### config.mk
export PLATFORM = sky130hd
export DESIGN_NAME = sim_run_ctrl_flat
export DESIGN_NICKNAME = d
export VERILOG_FILES = /design/src/rtl/sim_run_ctrl_if.sv /design/src/rtl/sim_run_ctrl.sv /design/src/flat_wrapper.sv
export SDC_FILE = /design/constraint.sdc
export NUM_CORES = 1
export LEC_CHECK = 0
export ABC_CLOCK_PERIOD_IN_PS = 4200
export BUFFER_PORTS_ARGS = -buffer_cell sky130_fd_sc_hd__buf_2
export CORE_MARGIN = 1.5
export CORE_UTILIZATION = 35
export DETAILED_ROUTE_END_ITERATION = 10
export GPL_TIMING_DRIVEN = 0
export SETUP_SLACK_MARGIN = 0.3
export SYNTH_ARGS = -nofsm -noshare
export SYNTH_HDL_FRONTEND = slang
export SYNTH_SLANG_ARGS = --single-unit
### constraint.sdc
create_clock -name clk_i -period 4.2 [get_ports clk_i]
set_input_delay 0.84 -clock clk_i [delete_from_list [all_inputs] [get_ports clk_i]]
set_output_delay 0.84 -clock clk_i [all_outputs]
set_load 0.05 [all_outputs]
### src/rtl/sim_run_ctrl_if.sv
// Request/acknowledge pairs between the run sequencer and the DPI/socket bridge.
// The sequencer drives the requests (master); the bridge answers with acks (slave).
interface sim_run_ctrl_if;
    logic eos_req;
    logic eos_ack;
    logic close_req;
    logic close_ack;

    // Requests are levels held until the matching ack is sampled or the wait times out.
    modport master (output eos_req, output close_req, input eos_ack, input close_ack);
    modport slave  (input eos_req, input close_req, output eos_ack, output close_ack);
endinterface

### src/rtl/sim_run_ctrl.sv
// Co-simulation run sequencer: holds the DUT in reset, runs it for a bounded
// number of cycles, counts benchmark events, then closes down the socket bridge.
module sim_run_ctrl #(
    parameter int unsigned RST_CYCLES  = 11,
    parameter int unsigned RUN_CYCLES  = 200000,
    parameter int unsigned CYC_W       = 32,
    parameter int unsigned EVT_W       = 64,
    parameter int unsigned ACK_TIMEOUT = 1024
) (
    input  logic               clk_i,
    input  logic               reset_n,
    input  logic               start,
    input  logic               is_master,
    input  logic               benchmark_event,
    sim_run_ctrl_if.master     bridge,
    output logic               dut_reset_n,
    output logic [CYC_W-1:0]   clk_cnt,
    output logic [EVT_W-1:0]   evt_cnt,
    output logic               finish,
    output logic               done,
    output logic               timeout_err,
    output logic [2:0]         state_o
);

    typedef enum logic [2:0] {
        S_IDLE  = 3'd0,
        S_RST   = 3'd1,
        S_RUN   = 3'd2,
        S_EOS   = 3'd3,
        S_CLOSE = 3'd4,
        S_FIN   = 3'd5,
        S_DONE  = 3'd6
    } state_e;

    // One phase counter serves RST, RUN and both ack waits; size it for the longest.
    localparam int unsigned PH_MAX0 = (RST_CYCLES > RUN_CYCLES) ? RST_CYCLES : RUN_CYCLES;
    localparam int unsigned PH_MAX  = (PH_MAX0 > ACK_TIMEOUT) ? PH_MAX0 : ACK_TIMEOUT;
    localparam int unsigned PH_W    = (PH_MAX > 1) ? $clog2(PH_MAX) : 1;

    localparam logic [PH_W-1:0] RST_LAST = PH_W'(RST_CYCLES - 1);
    localparam logic [PH_W-1:0] RUN_LAST = PH_W'(RUN_CYCLES - 1);
    localparam logic [PH_W-1:0] ACK_LAST = PH_W'(ACK_TIMEOUT - 1);

    state_e             state_q, state_d;
    logic [PH_W-1:0]    phase_q, phase_d;
    logic [CYC_W-1:0]   clk_cnt_q, clk_cnt_d;
    logic [EVT_W-1:0]   evt_cnt_q, evt_cnt_d;
    logic               evt_q;
    logic               timeout_q, timeout_d;

    always_ff @(posedge clk_i) begin
        if (!reset_n) begin
            state_q   <= S_IDLE;
            phase_q   <= '0;
            clk_cnt_q <= '0;
            evt_cnt_q <= '0;
            evt_q     <= 1'b0;
            timeout_q <= 1'b0;
        end else begin
            state_q   <= state_d;
            phase_q   <= phase_d;
            clk_cnt_q <= clk_cnt_d;
            evt_cnt_q <= evt_cnt_d;
            evt_q     <= benchmark_event;
            timeout_q <= timeout_d;
        end
    end

    always_comb begin
        state_d   = state_q;
        phase_d   = phase_q;
        clk_cnt_d = clk_cnt_q;
        evt_cnt_d = evt_cnt_q;
        timeout_d = timeout_q;

        if (state_q != S_IDLE && state_q != S_DONE && clk_cnt_q != '1)
            clk_cnt_d = clk_cnt_q + CYC_W'(1);
        if (state_q == S_RUN && benchmark_event && !evt_q && evt_cnt_q != '1)
            evt_cnt_d = evt_cnt_q + EVT_W'(1);

        case (state_q)
            S_IDLE: begin
                if (start) begin
                    state_d = S_RST;
                    phase_d = '0;
                end
            end
            S_RST: begin
                if (phase_q == RST_LAST) begin
                    state_d = S_RUN;
                    phase_d = '0;
                end else begin
                    phase_d = phase_q + PH_W'(1);
                end
            end
            S_RUN: begin
                if (phase_q == RUN_LAST) begin
                    state_d = is_master ? S_EOS : S_FIN;
                    phase_d = '0;
                end else begin
                    phase_d = phase_q + PH_W'(1);
                end
            end
            // An ack on the last allowed cycle still wins over the timeout.
            S_EOS: begin
                if (bridge.eos_ack || phase_q == ACK_LAST) begin
                    state_d = S_CLOSE;
                    phase_d = '0;
                    if (!bridge.eos_ack) timeout_d = 1'b1;
                end else begin
                    phase_d = phase_q + PH_W'(1);
                end
            end
            S_CLOSE: begin
                if (bridge.close_ack || phase_q == ACK_LAST) begin
                    state_d = S_FIN;
                    phase_d = '0;
                    if (!bridge.close_ack) timeout_d = 1'b1;
                end else begin
                    phase_d = phase_q + PH_W'(1);
                end
            end
            S_FIN:   state_d = S_DONE;
            S_DONE:  state_d = S_DONE;
            default: state_d = S_IDLE;
        endcase
    end

    assign dut_reset_n      = (state_q != S_IDLE) && (state_q != S_RST);
    assign bridge.eos_req   = (state_q == S_EOS);
    assign bridge.close_req = (state_q == S_CLOSE);
    assign finish           = (state_q == S_FIN);
    assign done             = (state_q == S_DONE);
    assign clk_cnt          = clk_cnt_q;
    assign evt_cnt          = evt_cnt_q;
    assign timeout_err      = timeout_q;
    assign state_o          = state_q;

endmodule

### src/flat_wrapper.sv
// flat-port wrapper written by rule: the top's interface ports become plain ports
module sim_run_ctrl_flat 
#(
    parameter int unsigned RST_CYCLES  = 11,
    parameter int unsigned RUN_CYCLES  = 200000,
    parameter int unsigned CYC_W       = 32,
    parameter int unsigned EVT_W       = 64,
    parameter int unsigned ACK_TIMEOUT = 1024
)
  (clk_i, reset_n, start, is_master, benchmark_event, dut_reset_n, clk_cnt, evt_cnt, finish, done, timeout_err, state_o, bridge_eos_req, bridge_close_req, bridge_eos_ack, bridge_close_ack);
  sim_run_ctrl_if bridge_i ();
  input  logic clk_i;
  input  logic reset_n;
  input  logic start;
  input  logic is_master;
  input  logic benchmark_event;
  output logic dut_reset_n;
  output logic [CYC_W-1:0] clk_cnt;
  output logic [EVT_W-1:0] evt_cnt;
  output logic finish;
  output logic done;
  output logic timeout_err;
  output logic [2:0] state_o;
  output wire logic [$bits(bridge_i.eos_req)-1:0] bridge_eos_req;
  output wire logic [$bits(bridge_i.close_req)-1:0] bridge_close_req;
  input wire logic [$bits(bridge_i.eos_ack)-1:0] bridge_eos_ack;
  input wire logic [$bits(bridge_i.close_ack)-1:0] bridge_close_ack;
  assign bridge_eos_req = bridge_i.eos_req;
  assign bridge_close_req = bridge_i.close_req;
  assign bridge_i.eos_ack = bridge_eos_ack;
  assign bridge_i.close_ack = bridge_close_ack;
  sim_run_ctrl #(.RST_CYCLES(RST_CYCLES), .RUN_CYCLES(RUN_CYCLES), .CYC_W(CYC_W), .EVT_W(EVT_W), .ACK_TIMEOUT(ACK_TIMEOUT)) u_core (.clk_i(clk_i), .reset_n(reset_n), .start(start), .is_master(is_master), .benchmark_event(benchmark_event), .bridge(bridge_i), .dut_reset_n(dut_reset_n), .clk_cnt(clk_cnt), .evt_cnt(evt_cnt), .finish(finish), .done(done), .timeout_err(timeout_err), .state_o(state_o));
endmodule
# Yosys cells after proc, flatten, opt, wreduce, memory -nomap -nowiden
# Cells that the tools add are included.
# totals
ff_bits,119
latchBits,0
ramBits,0
mem_bits_ro,0
output_inout_bits,105
wordCells,64
n_memories,0
# op_classes
n_addsub,3
n_mul,0
div,0
n_lt_le_gt_ge,0
eq_ne,20
shifts,0
muxes,18
n_bitwise,0
reduce_logical,17
# op_table
operator,count
$mux 18,5
$pmux 18 s5,1
$add 64x1->64 const B,1
$ne 64x64->1 const B,1
$add 32x1->32 const B,1
$ne 32x32->1 const B,1
$add 18x1->18 const B,1
$eq 18x10->1 const B,1
$eq 18x18->1 const B,1
$eq 18x4->1 const B,1
$mux 3,6
$pmux 3 s6,1
$reduce_and 5->1,2
$eq 3x3->1 const B,3
$ne 2x2->1 const B,4
$eq 3x2->1 const B,2
$logic_and 1x1->1,6
$ne 2x1->1 const B,3
$reduce_bool 5->1,1
$mux 1,4
$eq 3x1->1 const B,1
$logic_not 3->1,1
$ne 3x1->1 const B,1
$ne 3x3->1 const B,1
other kinds (7),8

# Logic depth before layout (Yosys ltp)
# logic_depth
depth_word,4
ltp_mapped,10

# Least setup slack after synthesis
# Ideal clock, no wire load.
# synth_timing
path_type,flip-flop to output port
start,reg u_core.state_q[2] (netlist: u_core.state_o[2])
end,out finish
arrival_time_ns,2.214
path_slack_ns,1.146
stages_incl_launch_ff,4
cell_sequence,dfxtp_1 > clkbuf_1 > inv_1 > nor3_1
# synth_via
elab_chain_len,1
# synth_lines
element,line,source
"start, declared",sim_run_ctrl.sv:44,"state_e state_q, state_d;"
"start signal, assigned",sim_run_ctrl.sv:60,state_q <= state_d;
$eq 3x3->1,sim_run_ctrl.sv:132,assign finish = (state_q == S_FIN);
"end, declared",flat_wrapper.sv:20,output logic finish;
# Every way passes these cells.

# Worst setup path in the final report
# layout_timing
start,reg u_core.evt_cnt_q[26] (netlist: u_core.evt_cnt[26])
end,reg u_core.evt_cnt_q[3] (netlist: u_core.evt_cnt[3])
# layout_via
elab_chain_len,2
# layout_lines
element,line,source
"start, declared",sim_run_ctrl.sv:47,"logic [EVT_W-1:0] evt_cnt_q, evt_cnt_d;"
"start signal, assigned",sim_run_ctrl.sv:63,evt_cnt_q <= evt_cnt_d;
$ne 64x64->1,sim_run_ctrl.sv:78,if (state_q == S_RUN && benchmark_event && !evt_q && evt_cnt_q != '1)
$logic_and 1x1->1,sim_run_ctrl.sv:78,
# Every way passes these cells.
# A chain may end at the register's enable or synchronous reset.

==> metrics.yaml <==
status:
  status: "complete, no violations"
global_route:
  grt_pass1_vias: 5856
  grt_pass1_wl_um: 32240
  antenna_found_initial: 0
  grtUsageTotal: 0.2214
  grt_max_degree: 17
  grt-ovfl-total: 0
layout:
  antenna_cells: 0
  fin_cells: 1144
  area_delta_synth_final_pct: 23.23
  layout.nets: 918
  postLayoutCoreUtil: 0.4455
  final_area_mm2: 0.007760
  drive_above_1_share: 0.1937
timing:
  rsz0062_at_grt: "no"
  slew_headroom: 0.5027
  setup_viol: 0
  skew_ns: 0.009138
  fmax_mhz: 324.3
  setup_ws_ns: 1.117
  hold_viol: 0
  maxSlewViolCount: 0
  worstMarginPinSlew_ns: 0.7460
  setup_tns_ns: 0
  whs_ns: 0.4810
  final.period_utilization: 0.7341
  period_minus_slack_ns: 3.083
detailed_routing:
  drc: 0
  ant_nets: 0
  via_count: 6418
  wl_um: 20170
  viasPerCell: 5.610
  drt-pass1-iter-count: 5
  drt_iter0_drc: 419
  wl_per_cell_um: 17.63
power_and_ir_drop:
  switching_share: 0.3001
  power.total_mw: 3.294
  power_frac_comb: 0.169
  clkPwrFrac: 0.469
  p_seq_frac: 0.362
  p_int_mw: 2.305
  powerDensity_mw_per_mm2: 424.5
  max-vdd-ir-drop_mv: 0.3457
  p_switching_mw: 0.9885
  p_leak_nw: 2.772
critical_path:
  path_class: "reg -> reg"
  crit_fanout: 10
  required_ns: 4.51
  cp-start-kind: "register"
  critPathArrivalTime_ns: 3.39
  end_kind: "register"
  crit_path_start: "u_core.evt_cnt[26]"
  rr_startpoint: "u_core.evt_cnt[26]"
synthesis:
  synth_edf_count: 0
  seq_area_frac_synth: 0.3783
  yosys.cell_types.count: 66
  syn_inst: 777
  yosys_warnings: 0
  netlist_area_mm2: 0.006297
  syn-num-nets: 788
  ys.flop_type: "dfxtp_1"
  ys_seq_elements: 119
  syn_area_per_cell_um2: 8.105
  async_flop_share: 0
placed_design:
  globalplace.congestion: 0.8530
  dpl.cell_count: 1113
  pre_cts_ws_ns: 1.055
  placed_area_mm2: 0.007134
  numPortBuffers: 111
  hpwlAfterDp_um: 14290
clock_network:
  path_clk_slew_ns: 0.06
  cts.sinks: 119
  ctsHoldBuffers: 0
  cts_setup_buffers: 0
  insertion_delay_ns: 0.42
  cts_tree: "yes"
  cts_buffer_depth: 2
  cts_root_buffer: "clkbuf_16"
  cts_resized: 0
  cts_max_level: 4
  cts_buffers: 17
hold_path:
  hold_class: "reg -> reg"
  hp-start: "u_core.timeout_err"
floorplanning:
  die_w_um: 137.1
  start_util: 0.3616
  core_mm2: 0.01742
  ios: 112
  placementRows: 48
  dieArea_mm2: 0.01881
  die_h_um: 137.1
flow_run:
  maxCapViolCount: 0
==> worst paths after layout <==
| kind | endpoint | slack, ns | cells after the start |
|---|---|---|---|
| max | u_core.evt_cnt[3] | 1.12 | 9 |
| min | u_core.timeout_err | 0.48 | 2 |
| max reg2reg | u_core.evt_cnt[3] | 1.12 | 9 |
| min reg2reg | u_core.timeout_err | 0.48 | 2 |
==> worst max-delay path: stages, from the launching register on <==
cell and delay (ns):
dfxtp_1 0.44, nand4_1 0.25, nor3_2 0.56, nand4_1 0.31, o21bai_1 0.23, buf_2 0.27, buf_2 0.31, buf_2 0.35
nor3_1 0.08, o21a_1 0.17
==> registers in the layout (all words and copies together), names as in the netlist <==
| signal | count |
|---|---|
| u_core.evt_q | 1 |
| u_core.state_o | 3 |
| u_core.clk_cnt | 32 |
| u_core.timeout_err | 1 |
| u_core.phase_q | 18 |
| u_core.evt_cnt | 64 |
==> Yosys cell counts (9+ instances only) <==
cell type | count | area (µm²)
inv_1 | 18 | 67.56
and3_1 | 13 | 81.33
mux2i_1 | 9 | 90.09
nor3_1 | 19 | 95.09
nand2_1 | 68 | 255.2
nand4_1 | 36 | 225.2
clkbuf_1 | 26 | 97.59
a21oi_1 | 49 | 245.2
or4_1 | 26 | 195.2
nand2b_1 | 14 | 87.58
o31ai_1 | 22 | 165.2
dfxtp_1 | 119 | 2382
o21ai_0 | 26 | 130.1
xor2_1 | 13 | 113.9
or3_1 | 30 | 187.7
xnor2_1 | 27 | 236.5
nand3_1 | 57 | 285.3
nor2_1 | 69 | 259.0
nor4_1 | 26 | 162.7
==> area by class of cell <==
class	count	area, µm²
Buffer	38	177.7
Inverter	18	67.56
Clock inverter	8	117.6
Sequential cell	119	2382
Timing Repair Buffer	111	555.5
Tap cell	225	281.5
Fill cell	1780	9657
Multi-Input combinational cell	602	3670
Clock buffer	23	508.0
==> power by group through the flow <==
| stage | clock network, mW | logic [mW] | registers (mW) |
|---|---|---|---|
| finish | 1.54 | 0.557 | 1.19 |
| global route | 1.62 | 0.603 | 1.20 |
| CTS | 1.57 | 0.556 | 1.19 |
| detailed placement | 0 | 0.553 | 1.21 |
| global placement | 0 | 0.550 | 1.21 |
| floorplan | 0 | 0.326 | 1.27 |
==> cells in the final DEF, fill, tap and decap left out, types with 7 or more instances in the layout <==
master,synthesis,final
xnor2_1,27,27
or3_1,30,30
inv_1,18,18
buf_2,8,119
o21ai_0,26,26
and3_1,13,13
a21oi_1,49,49
nand4_1,36,36
o211ai_1,8,8
nand3_1,57,57
nor4_1,26,26
dfxtp_1,119,119
nor3_1,19,19
clkbuf_16,0,17
mux2i_1,9,9
nand2b_1,14,14
nor2_1,69,69
clkbuf_8,1,7
or4_1,26,26
o31ai_1,22,22
clkbuf_1,26,26
xor2_1,13,13
nand2_1,68,68
==> cells by family after synthesis <==
group	Yosys count	synth area share
simple gates	410	0.3686
compound gates	139	0.1363
fa+ha+maj	4	0.007948
flops	119	0.3783
xor+xnor	40	0.05563
mux	9	0.01431
buf+inv	56	0.03894
==> layer usage <==
metal / GRT usage / vias up / part of all wire
li1: - / 3161 / -
met1: 0.2940 / 3022 / 0.46
met2: 0.3554 / 213 / 0.46
met3: 0.05667 / 22 / 0.064
met4: 0.06082 / 0 / 0.011
met5: 0 / - / 0
(Power assumes the default switching activity.)
